## src/rtl/eth_pkg.sv

```systemverilog
// rtl/eth_pkg.sv - shared constants and FSM state type for the RMII receive dibit packer
package eth_pkg;

  localparam int DECIM10_DEFAULT = 10;
  localparam int DIBITS_PER_BYTE = 4;

  localparam logic SPEED_100 = 1'b0;
  localparam logic SPEED_10  = 1'b1;

  typedef enum logic {
    PK_IDLE   = 1'b0,
    PK_ACTIVE = 1'b1
  } pk_state_t;

endpackage

```

## src/rtl/eth_rx_dibit_strobe.sv

```systemverilog
// rtl/eth_rx_dibit_strobe.sv - per-dibit sample strobe: every clock at 100M, mid-dibit at 10M
module eth_rx_dibit_strobe
  import eth_pkg::*;
#(
  parameter int pDecim10 = DECIM10_DEFAULT
) (
  input  logic Clk,
  input  logic Rst,
  input  logic Speed_10,
  input  logic Restart,
  output logic Strobe
);

  localparam int CW = (pDecim10 > 1) ? $clog2(pDecim10) : 1;

  logic [CW-1:0] cnt_q;
  logic [CW-1:0] cnt_cur;

  // Restart makes the current cycle count 0, so the first dibit is sampled mid-way.
  assign cnt_cur = Restart ? '0 : cnt_q;

  always_ff @(posedge Clk) begin
    if (Rst) begin
      cnt_q <= '0;
    end else if (cnt_cur == CW'(pDecim10 - 1)) begin
      cnt_q <= '0;
    end else begin
      cnt_q <= cnt_cur + CW'(1);
    end
  end

  assign Strobe = (Speed_10 == SPEED_10) ? (cnt_cur == CW'(pDecim10 / 2)) : 1'b1;

endmodule

```

## src/rtl/eth_rx_dibit_pack.sv

```systemverilog
// rtl/eth_rx_dibit_pack.sv - RMII dibit-to-byte packer with frame byte count and alignment flag
// Optional: ETH_RX_CRS_TOGGLE_EN bridges end-of-frame CRS_DV toggling (two low samples end a frame).
module eth_rx_dibit_pack
  import eth_pkg::*;
#(
  parameter int pDecim10 = DECIM10_DEFAULT,
  parameter int pCnt_W   = 16
) (
  input  logic              Clk,
  input  logic              Rst,
  input  logic              Crs_Dv,
  input  logic [1:0]        Rxd,
  input  logic              Rx_En,
  input  logic              Speed_10,
  output logic [7:0]        Byte,
  output logic              Byte_Rdy,
  output logic [pCnt_W-1:0] Frame_Bytes,
  output logic              Align_Err
);

  localparam logic [1:0] LAST_DIBIT = 2'(DIBITS_PER_BYTE - 1);

  pk_state_t  state, state_nxt;
  logic       rx_en_d;
  logic       rise;
  logic       strobe;
  logic       dv_eff;
  logic       accept;
  logic       frame_end;
  logic [1:0] dibit_cnt;
  logic [1:0] dibit_cur;
  logic [5:0] sr;

  assign rise      = Rx_En & ~rx_en_d;
  assign dibit_cur = rise ? 2'd0 : dibit_cnt;

  eth_rx_dibit_strobe #(
    .pDecim10 (pDecim10)
  ) u_strobe (
    .Clk      (Clk),
    .Rst      (Rst),
    .Speed_10 (Speed_10),
    .Restart  (rise),
    .Strobe   (strobe)
  );

`ifdef ETH_RX_CRS_TOGGLE_EN
  logic dv_prev;

  always_ff @(posedge Clk) begin
    if (Rst) begin
      dv_prev <= 1'b0;
    end else if (strobe) begin
      dv_prev <= Crs_Dv;
    end
  end

  assign dv_eff = Crs_Dv | dv_prev;
`else
  assign dv_eff = Crs_Dv;
`endif

  always_ff @(posedge Clk) begin
    if (Rst) begin
      state <= PK_IDLE;
    end else begin
      state <= state_nxt;
    end
  end

  always_comb begin
    state_nxt = state;
    accept    = 1'b0;
    frame_end = 1'b0;
    case (state)
      PK_IDLE: begin
        if (rise) begin
          state_nxt = PK_ACTIVE;
          accept    = dv_eff & strobe;
        end
      end
      PK_ACTIVE: begin
        if (!Rx_En || (strobe && !dv_eff)) begin
          state_nxt = PK_IDLE;
          frame_end = 1'b1;
        end else begin
          accept = dv_eff & strobe;
        end
      end
      default: state_nxt = PK_IDLE;
    endcase
  end

  always_ff @(posedge Clk) begin
    if (Rst) begin
      rx_en_d     <= 1'b0;
      Byte        <= '0;
      Byte_Rdy    <= 1'b0;
      Align_Err   <= 1'b0;
      Frame_Bytes <= '0;
      dibit_cnt   <= '0;
      sr          <= '0;
    end else begin
      rx_en_d   <= Rx_En;
      Byte_Rdy  <= 1'b0;
      Align_Err <= 1'b0;
      if (rise) begin
        Frame_Bytes <= '0;
        dibit_cnt   <= '0;
      end
      if (accept) begin
        if (dibit_cur == LAST_DIBIT) begin
          Byte      <= {Rxd, sr};
          Byte_Rdy  <= 1'b1;
          dibit_cnt <= '0;
          if (Frame_Bytes != '1) begin
            Frame_Bytes <= Frame_Bytes + pCnt_W'(1);
          end
        end else begin
          case (dibit_cur)
            2'd0:    sr[1:0] <= Rxd;
            2'd1:    sr[3:2] <= Rxd;
            default: sr[5:4] <= Rxd;
          endcase
          dibit_cnt <= dibit_cur + 2'd1;
        end
      end
      // Partial byte at frame end is dropped and flagged.
      if (frame_end) begin
        Align_Err <= (dibit_cnt != 2'd0);
        dibit_cnt <= '0;
      end
    end
  end

endmodule

```

## config.mk

```make
export PLATFORM = sky130hd
export DESIGN_NAME = eth_rx_dibit_pack
export DESIGN_NICKNAME = d
export VERILOG_FILES = /design/src/rtl/eth_pkg.sv /design/src/rtl/eth_rx_dibit_strobe.sv /design/src/rtl/eth_rx_dibit_pack.sv
export SDC_FILE = /design/constraint.sdc
export NUM_CORES = 1
export LEC_CHECK = 0
export ABC_CLOCK_PERIOD_IN_PS = 2900
export CORE_MARGIN = 2
export CORE_UTILIZATION = 32
export CTS_CLUSTER_SIZE = 28
export DETAILED_ROUTE_END_ITERATION = 6
export PLACE_DENSITY_LB_ADDON = 0.3
export SLEW_MARGIN = 20
export SYNTH_ARGS = -nofsm -noshare
export SYNTH_HDL_FRONTEND = slang
export SYNTH_SLANG_ARGS = --single-unit
```

## constraint.sdc

```tcl
create_clock -name Clk -period 2.9 [get_ports Clk]
set_input_delay 0.58 -clock Clk [delete_from_list [all_inputs] [get_ports Clk]]
set_output_delay 0.58 -clock Clk [all_outputs]
set_load 0.03 [all_outputs]
```

Word-level counts from Yosys, hierarchy flattened:

Index checks and enable logic that the tools add are counted.
Widths: inputs -> output; s select.

* bits in latches: 0
* bits in writable memories: 0
* register bits after elaboration: 40
* input bits: 7
* bits in read-only memories: 0
* output and inout port bits: 26
* memories: 0

* add/sub/neg operators: 3
* divide/modulo/power cells: 0
* shift operators: 0
* equality and inequality tests: 5
* multipliers: 0
* magnitude comparators: 0
* bitwise logic cells: 8
* multiplexer cells: 18
* reductions and logical operators: 15

Operators by type and width (number)
* $mux 16: 4
* $add 16x1->16 const B: 1
* $ne 16x16->1 const B: 1
* $reduce_or 2->1: 5
* $reduce_and 3->1: 3
* $mux 1: 8
* $mux 2: 3
* $not 1->1: 6
* $add 4x1->4 const B: 1
* $eq 4x3->1 const B: 1
* $eq 4x4->1 const B: 1
* $mux 4: 1
* $pmux 1 s2: 2
* $add 2x1->2 const B: 1
* $and 1x1->1: 2
* $eq 2x1->1 const B: 1
* $eq 2x2->1 const B: 1
* $logic_not 1->1: 2
* $logic_not 2->1: 1
* $reduce_and 2->1: 1
* $reduce_bool 2->1: 1
* $logic_and 1x1->1: 1
* $logic_or 1x1->1: 1

Longest topological paths before layout:

Gate-level depths: netlist of run 1.

* word-level depth: 11
* mapped depth: 11

Cells and area by module:

From an unflattened synthesis of run 1, not the netlist that was laid out.

* cell total of the unflattened synthesis: 247
* area total of the unflattened synthesis: 1974.4 um^2

By module, submodules not included
* eth_rx_dibit_pack: times used 1, sequential area each 720.7 um^2, cells each 221, area each 1756.7 um^2
* eth_rx_dibit_strobe: times used 1, sequential area each 80.1 um^2, cells each 26, area each 217.7 um^2

Least setup slack after synthesis of run 1:

Ideal clock, no wire load.

* kind: input -> register
* start point: input port Rx_En
* end point: register Frame_Bytes[3]
* setup time: 74 ps
* arrival: 2583 ps
* path slack: 243 ps
* stages on the path: 11
* buffers on the path: 2
* cell sequence: nand2b_1 -> buf_2 -> and2_1 -> inv_1 -> ha_1 -> and3b_1 -> a31oi_4 -> or4_1 -> buf_2 -> or3_1 -> o21ai_0

* cells in the longest elaborated chain, start to end: 9
* elaborated cells on any way between the ends: 17

Ends and longest elaborated chain
* start, declared: line eth_rx_dibit_pack.sv:13 `input logic Rx_En,`
* $and 1x1->1: line eth_rx_dibit_pack.sv:34 `assign rise = Rx_En & ~rx_en_d;`
* $mux 4: line eth_rx_dibit_strobe.sv:20 `assign cnt_cur = Restart ? '0 : cnt_q;`
* $eq 4x3->1: line eth_rx_dibit_strobe.sv:32 `assign Strobe = (Speed_10 == SPEED_10) ? (cnt_cur == CW'(pDecim10 / 2)) : 1'b1;`
* $mux 1: line eth_rx_dibit_strobe.sv:32
* $logic_and 1x1->1: line eth_rx_dibit_pack.sv:83 `if (!Rx_En || (strobe && !dv_eff)) begin`
* $logic_or 1x1->1: line eth_rx_dibit_pack.sv:83
* $mux 1: line eth_rx_dibit_pack.sv:83
* $pmux 1 s2: line eth_rx_dibit_pack.sv:75 `case (state)`
* $mux 16 (*): line eth_rx_dibit_pack.sv:111 `if (accept) begin`
* end signal, assigned: line eth_rx_dibit_pack.sv:117 `Frame_Bytes <= Frame_Bytes + pCnt_W'(1);`
* end, declared: line eth_rx_dibit_pack.sv:17 `output logic [pCnt_W-1:0] Frame_Bytes,`

Mark *: on every way between the ends. The rest lies on a longest branch, timed or not.
A chain may end at the register's enable or synchronous reset.

Final worst setup path of run 1:

* start point: input port Rx_En
* end point: register Frame_Bytes[10]

Same word-level chain as after synthesis.

==> results by group, run 1 <==
Yosys
  – Largest cells by area after synthesis: dfxtp_1, nand2_1, a21oi_1
  – Flops & latches, synth: 40
  – Sequential element share of the synthesized area: 0.421
  – Syn. warnings: 0
  – Most frequent cell after synthesis: dfxtp_1
  – Leading area contributor after synthesis: dfxtp_1
  – Xor/xnor cell area share of the yosys netlist: 0.00922
  – Post-Syn Nets: 244
  – Cells after synthesis: 230
  – Largest family of logic cells by synthesized area: simple AND/OR/NAND/NOR gates
  – Top-area cell type share of the netlist area: 0.421
  – Ys async rst share: 0
  – Cell Area, Synth: around 1900 sq um
  – Synth Area in Simple Gates: 0.256
  – Synth Area in Adders: 0.0461
  – Post-synth EDFFs: 0
  – Mean Syn Cell Area: 8.26 sq um
  – Main synth FF type: dfxtp_1
  – Synth unique cells: 38
  – Commonest cells in the netlist: dfxtp_1, nand2_1, a21oi_1
  – Mux cell area share after synthesis: 0.0474
  – Post-synthesis compound-gate area fraction: 0.171

STA
  – Worst-Margin Slew: 480 ps
  – Final Skew: 6.44 ps
  – Fin crit share: 0.917
  – Max Clk Rate: 0.376 GHz
  – Rel. slew slack: 0.677
  – Hold WS: approximately 460 ps
  – Final-report hold violation count: 0
  – Final worst slack: 241 ps
  – Slew Viols, Final: 0
  – RSZ-0062 raised after global routing: no
  – Final setup vio count: 0
  – Min cycle time layout: 2660 ps

Floorplanning
  – Die W: 81.1 um
  – Die H: ~81 um
  – Initial Utilization: 0.327
  – Core area: 5820 sq um
  – I/O pin count: 33
  – Row cnt: 28
  – Die area: between 6000 and 7000 sq um

Critical path
  – WP buf/inv: 2
  – Crit start category: input pin
  – CP max stage cell: or4_4
  – Critical path class: input pin to flop
  – Worst setup EP type: flop
  – Maximum fanout along the worst path: 9
  – CP arrival: between 2000 and 3000 ps
  – Cell Chain, Critical Path: clkdlybuf4s50_1, nand2b_1, and2_1, inv_1, ha_1, and3b_1, a31oi_4, or4_4, or3_1, o21ai_0
  – CP peak stage delay: 590 ps
  – CP required: slightly above 3000 ps
  – Crit-path leading delay family: simple AND/OR/NAND/NOR gates
  – R2R Setup Slk: between 500 and 600 ps

Hold path
  – Hold Path Class: flop to flop

Cells and area
  – Area growth from synthesis to layout: 38.6%
  – # diodes: 0
  – Layout Nets: 300
  – Layout cells sized above 1: 0.139

Route
  – Post-DRT Antenna Nets: 0
  – DRC errors left: 0
  – Routed wire length: 4340 um
  – WL per Instance: 12.0 um
  – Via/cell ratio: 4.88
  – Initial DRC count: 67
  – Vias post-DR: 1767
  – TritonRoute pass-1 iters: 4

Power and ir drop
  – Logic pwr share: 0.066
  – Int Pwr: 1.03 mW
  – Pwr per Cell Area: ~490 nW/um^2
  – P_leak: 0.965 nW
  – Clk pwr share: 0.496
  – Sw Pwr: 0.254 mW
  – Seq pwr share: 0.437
  – Max VDD drop: 0.300 mV
  – Sw Share: 0.198

Clock network
  – CTS tree: built
  – Skew-Pair Late Insertion Delay: 300 ps
  – CTS HTree Levels: 2
  – Total CTS buffers: 5
  – Clk pin slew, worst setup/hold paths: 80 ps
  – Clock buffer depth: 2
  – Post-CTS Setup Inserts: 0
  – Clock Sinks: 40
  – Clock root buffer master: clkbuf_8

GRT
  – Vias in the first global route: ~1700
  – First-pass GRT wire length: around 7700 um
  – GRT overflow: 0
  – Initial antenna violation count: 0
  – All-Layer GR Usage: 0.149
  – Pin count of the biggest net entering global routing: 26

Placement
  – DP Worst Slack: -213 ps
  – Input/output buffers: 32
  – Gpl congestion: just under 0.8
  – HPWL after DPL: 3140 um

Outcome
  – Run status: finished, final reports clean

Job
  – Max_cap viols: 0
-- cell usage in the layout (no fill, tap or decap), types with 2 or more instances in the layout --
cell and count:
nand4_1 4, o21ba_2 2, bufinv_16 3, nand3b_1 2
a21oi_1 21, o211ai_1 2, or3_1 6, dfxtp_1 40
buf_4 26, o21ai_0 12, nor2b_1 3, nand2b_1 3
nand3_1 19, clkbuf_8 5, nor3_1 3, nor4_1 4
a21o_1 4, inv_1 15, clkdlybuf4s50_1 32, mux2i_1 9
and2_1 2, nand2_1 29, nor2_1 17, ha_1 7
-- per-stage QoR --
| stage | setup TNS [ps] | std cells | total power, mW | instance area, sq um | utilization |
|---|---|---|---|---|---|
| final | 0 | 362 | 1.28 | 2640 | 0.453 |
| after global routing | 0 | 362 | 1.33 | 2640 | 0.453 |
| after CTS | 0 | 362 | 1.29 | 2630 | 0.452 |
| after detailed placement | -1340 | 354 | 0.658 | 2470 | 0.425 |
| after global placement | -740 | 354 | 0.658 | 2470 | 0.425 |
| after floorplan | 0 | 230 | 0.618 | 1900 | - |
-- per-layer routing --
layer  global-route usage  share of wire  vias up
met1                0.200           0.51      815
met3               0.0300          0.033        7
met5                    0              0        -
met2                0.237           0.45       28
li1                     -              -      917
met4               0.0559          0.015        0
-- tightest hold or removal path, cell delays in order (launching register included) --
cell and delay (ps):
dfxtp_1 310, nand2_1 50, a21oi_1 50
-- area by class of cell --
| cell class | instances | area, sq um |
|---|---|---|
| sequential | 40 | 801 |
| fill | 598 | 3180 |
| timing repair buffer | 58 | 515 |
| clock buffer | 5 | 68.8 |
| clock inverter | 3 | 90.1 |
| multi-input combinational | 166 | 1010 |
| inverter | 15 | 56.3 |
| tap | 75 | 93.8 |
-- power by group through the flow --
stage | clock [mW] | sequential, mW | combinational, mW
after floorplan | 0 | 0.573 | 0.0452
after global placement | 0 | 0.574 | 0.0843
after detailed placement | 0 | 0.574 | 0.0841
after CTS | 0.645 | 0.561 | 0.0849
after global routing | 0.670 | 0.563 | 0.0941
final | 0.637 | 0.561 | 0.0848
-- logic make-up (layout without fill, tap and decap cells) --
family,Yosys count,after routing
buf+inv,24,81
simple gates,98,98
mux,9,9
flops,40,40
compound gates,50,50
fa+ha+maj,7,7
xor+xnor,2,2
-- what timing repair did --
| action | CTS | global route |
|---|---|---|
| hold buffers | 0 | 0 |
| setup endpoints to repair | 0 | 5 |
| resized for setup | 0 | 1 |
-- registers in the layout (all words and copies together) (netlist names) --
register        flops
Byte_Rdy            1
Align_Err           1
rx_en_d             1
u_strobe.cnt_q      4
Frame_Bytes        16
state               1
Byte                8
sr                  6
dibit_cnt           2
-- worst paths after layout --
check,start,end,cells after the start
max,Rx_En,Frame_Bytes[10],10
max reg2reg,rx_en_d,Frame_Bytes[10],9
min reg2reg,Byte[1],Byte[1],2
min,Byte[1],Byte[1],2
No activity file was read; power rests on OpenSTA's default activity.
==> inputs of run 2 (changes only) <==
Settings changed: CORE_ASPECT_RATIO set to 1.4.
==> results by group, run 2 (synthesized netlist as in run 1, its figures left out) <==
Cells and area
  – Most frequent cells in the layout: dfxtp_1, clkdlybuf4s50_1, nand2_1
  – Biggest regs: Frame_Bytes: 16 flops, Byte: 8 flops, sr: 6 flops
  – Post-Layout Cell Count: 351 (-3.0%)
  – Fin area: 2530 sq um (-3.9%)
  – # fillers: 605 (+1.2%)
  – Commonest non-fill, non-tap cell in the layout: dfxtp_1
  – Layout Nets: 294 (-2.0%)
  – Area growth from synthesis to layout: 33.2%
  – Biggest register: Frame_Bytes
  – Max FFs per register: 16 (unchanged)
  – # diodes: 0 (unchanged)
  – Layout cells sized above 1: 0.117 (-0.0219)

Job
  – Max_cap viols: 0 (unchanged)

Floorplanning
  – I/O pin count: 33 (unchanged)
  – Initial Utilization: 0.329 (+0.00198)
  – Die W: 69.1 um (-15%)
  – Die H: 95.2 um (+17%)
  – Row cnt: 33 (+18%)
  – Core area: 5780 sq um (-0.60%)
  – Die area: 6580 sq um (+0.14%)

Placement
  – Input/output buffers: 32 (unchanged)
  – HPWL after DPL: 3280 um (+4.6%)
  – Placed cell count: 343 (-3.1%)
  – Area after DPL: 2420 sq um (-2.1%)
  – Gpl congestion: 0.841 (+7.1%)

STA
  – Hold WS: 459 ps (+0.808 ps)
  – Rel. slew slack: 0.664 (-0.0134)
  – Max Clk Rate: 0.360 GHz (-4.2%)
  – Fin crit share: 0.957 (+0.0402)
  – Slew Viols, Final: 0 (unchanged)
  – RSZ-0062 raised after global routing: no
  – Final setup vio count: 0 (unchanged)
  – Final Skew: 6.34 ps (-0.106 ps)
  – Worst-Margin Slew: 500 ps (+19.9 ps)
  – Final-report hold violation count: 0 (unchanged)
  – Min cycle time layout: 2780 ps (+117 ps)

Route
  – Vias post-DR: 1776 (+0.51%)
  – WL per Instance: 12.4 um (+3.1%)
  – TritonRoute pass-1 iters: 4 (unchanged)
  – Routed wire length: 4340 um (unchanged)
  – DRC errors left: 0 (unchanged)
  – Via/cell ratio: 5.06 (+3.7%)
  – Post-DRT Antenna Nets: 0 (unchanged)
  – Initial DRC count: 88 (+31%)

Critical path
  – CP max stage cell: or4_1
  – Critical path class: input pin to flop
  – Maximum fanout along the worst path: 9 (unchanged)
  – Cell Chain, Critical Path: clkdlybuf4s50_1, nand2b_1, and2_1, inv_1, ha_1, and3b_1, a31oi_4, or4_1, or3_1, o21ai_0
  – Worst setup EP type: flop
  – Crit start category: input pin
  – CP peak stage delay: 680 ps (+90 ps)
  – CP arrival: 2990 ps (+120 ps)
  – CP required: 3120 ps (about the same)

GRT
  – GRT overflow: 0 (unchanged)
  – First-pass GRT wire length: 7460 um (-2.6%)
  – Vias in the first global route: 1637 (-0.85%)
  – Initial antenna violation count: 0 (unchanged)
  – All-Layer GR Usage: 0.139 (-0.0105)
  – Pin count of the biggest net entering global routing: 26 (unchanged)

Power and ir drop
  – Max VDD drop: 0.386 mV (+29%)
  – P_leak: 0.909 nW (-5.9%)
  – Pwr per Cell Area: 432 nW/um^2 (-11%)

Clock network
  – Post_cts resized: 0 (unchanged)
  – Clock root buffer master: clkbuf_8
  – CTS tree: built
  – Clock buffer depth: 2 (unchanged)
  – Clk pin slew, worst setup/hold paths: 80 ps (about the same)
  – Total CTS buffers: 5 (unchanged)
  – Clock Sinks: 40 (unchanged)
  – Hold_buf cts: 0 (unchanged)
  – CTS HTree Levels: 2 (unchanged)
  – Post-CTS Setup Inserts: 0 (unchanged)
  – Skew-Pair Late Insertion Delay: 290 ps (about the same)

Hold path
  – Hold Path Class: flop to flop

Outcome
  – Run status: finished, final reports clean
[run 2: changes by cell type in the layout (fill, tap and decap cells not counted)]
cell | before | now
clkinv_2 | 0 | 1
clkinvlp_4 | 0 | 1
or4_4 | 1 | 0
or4_1 | 1 | 2
bufinv_16 | 3 | 1
buf_4 | 26 | 20
[run 2: metal layers]
layer | vias to the layer above | share of wire | track usage
met5 | - | 0 | 0
met4 | 0 | 0.012 | 0.0474
li1 | 901 | - | -
met2 | 29 | 0.53 | 0.264
met3 | 5 | 0.037 | 0.0328
met1 | 841 | 0.42 | 0.150
[run 2: metrics by stage]
stage | TNS [ps] | power (mW) | utilization | setup WS [ps]
3_5_place_dp | -748 | 0.654 | 0.419 | -140
2_1_floorplan | 0 | 0.618 | - | 243
6_report | 0 | 1.09 | 0.438 | 124
3_3_place_gp | -400 | 0.653 | 0.419 | -91.3
4_1_cts | 0 | 1.12 | 0.438 | 148
5_1_grt | 0 | 1.14 | 0.438 | 5.20
[run 2: final timing paths]
| path | depth (start not counted) | end | slack, ps | from |
|---|---|---|---|---|
| worst max-delay path | 10 | Frame_Bytes[3] | 120 | Rx_En |
| worst min-delay path | 2 | Byte[0] | 460 | sr[0] |
| worst max register to register | 9 | Frame_Bytes[3] | 430 | rx_en_d |
| worst min register to register | 2 | Byte[0] | 460 | sr[0] |
[run 2: cell type report]
type | count | area, sq um | share of cell area
flip-flops and latches | 40 | 801 | 0.316
inverters | 15 | 56.3 | 0.0222
multi-input cells | 166 | 1010 | 0.397
well taps | 70 | 87.6 | 0.0346
clock buffers | 5 | 68.8 | 0.0272
clock inverters | 3 | 42.5 | 0.0168
repair buffers | 52 | 470 | 0.186
[run 2: critical path: cells and delay by family]
kind                       cells  cell delay (ps)
AOI/OAI and AO/OA              2              180
buffers and inverters          2              530
adders and majority gates      1              150
and+or+nand+nor                5             1550
[run 2: power breakdown]
part | switching (mW) | total (mW) | internal (mW)
clock network | 0.200 | 0.455 | 0.255
logic | 0.0412 | 0.0789 | 0.0378
registers | 0.00533 | 0.561 | 0.556
total | 0.246 | 1.09 | 0.848
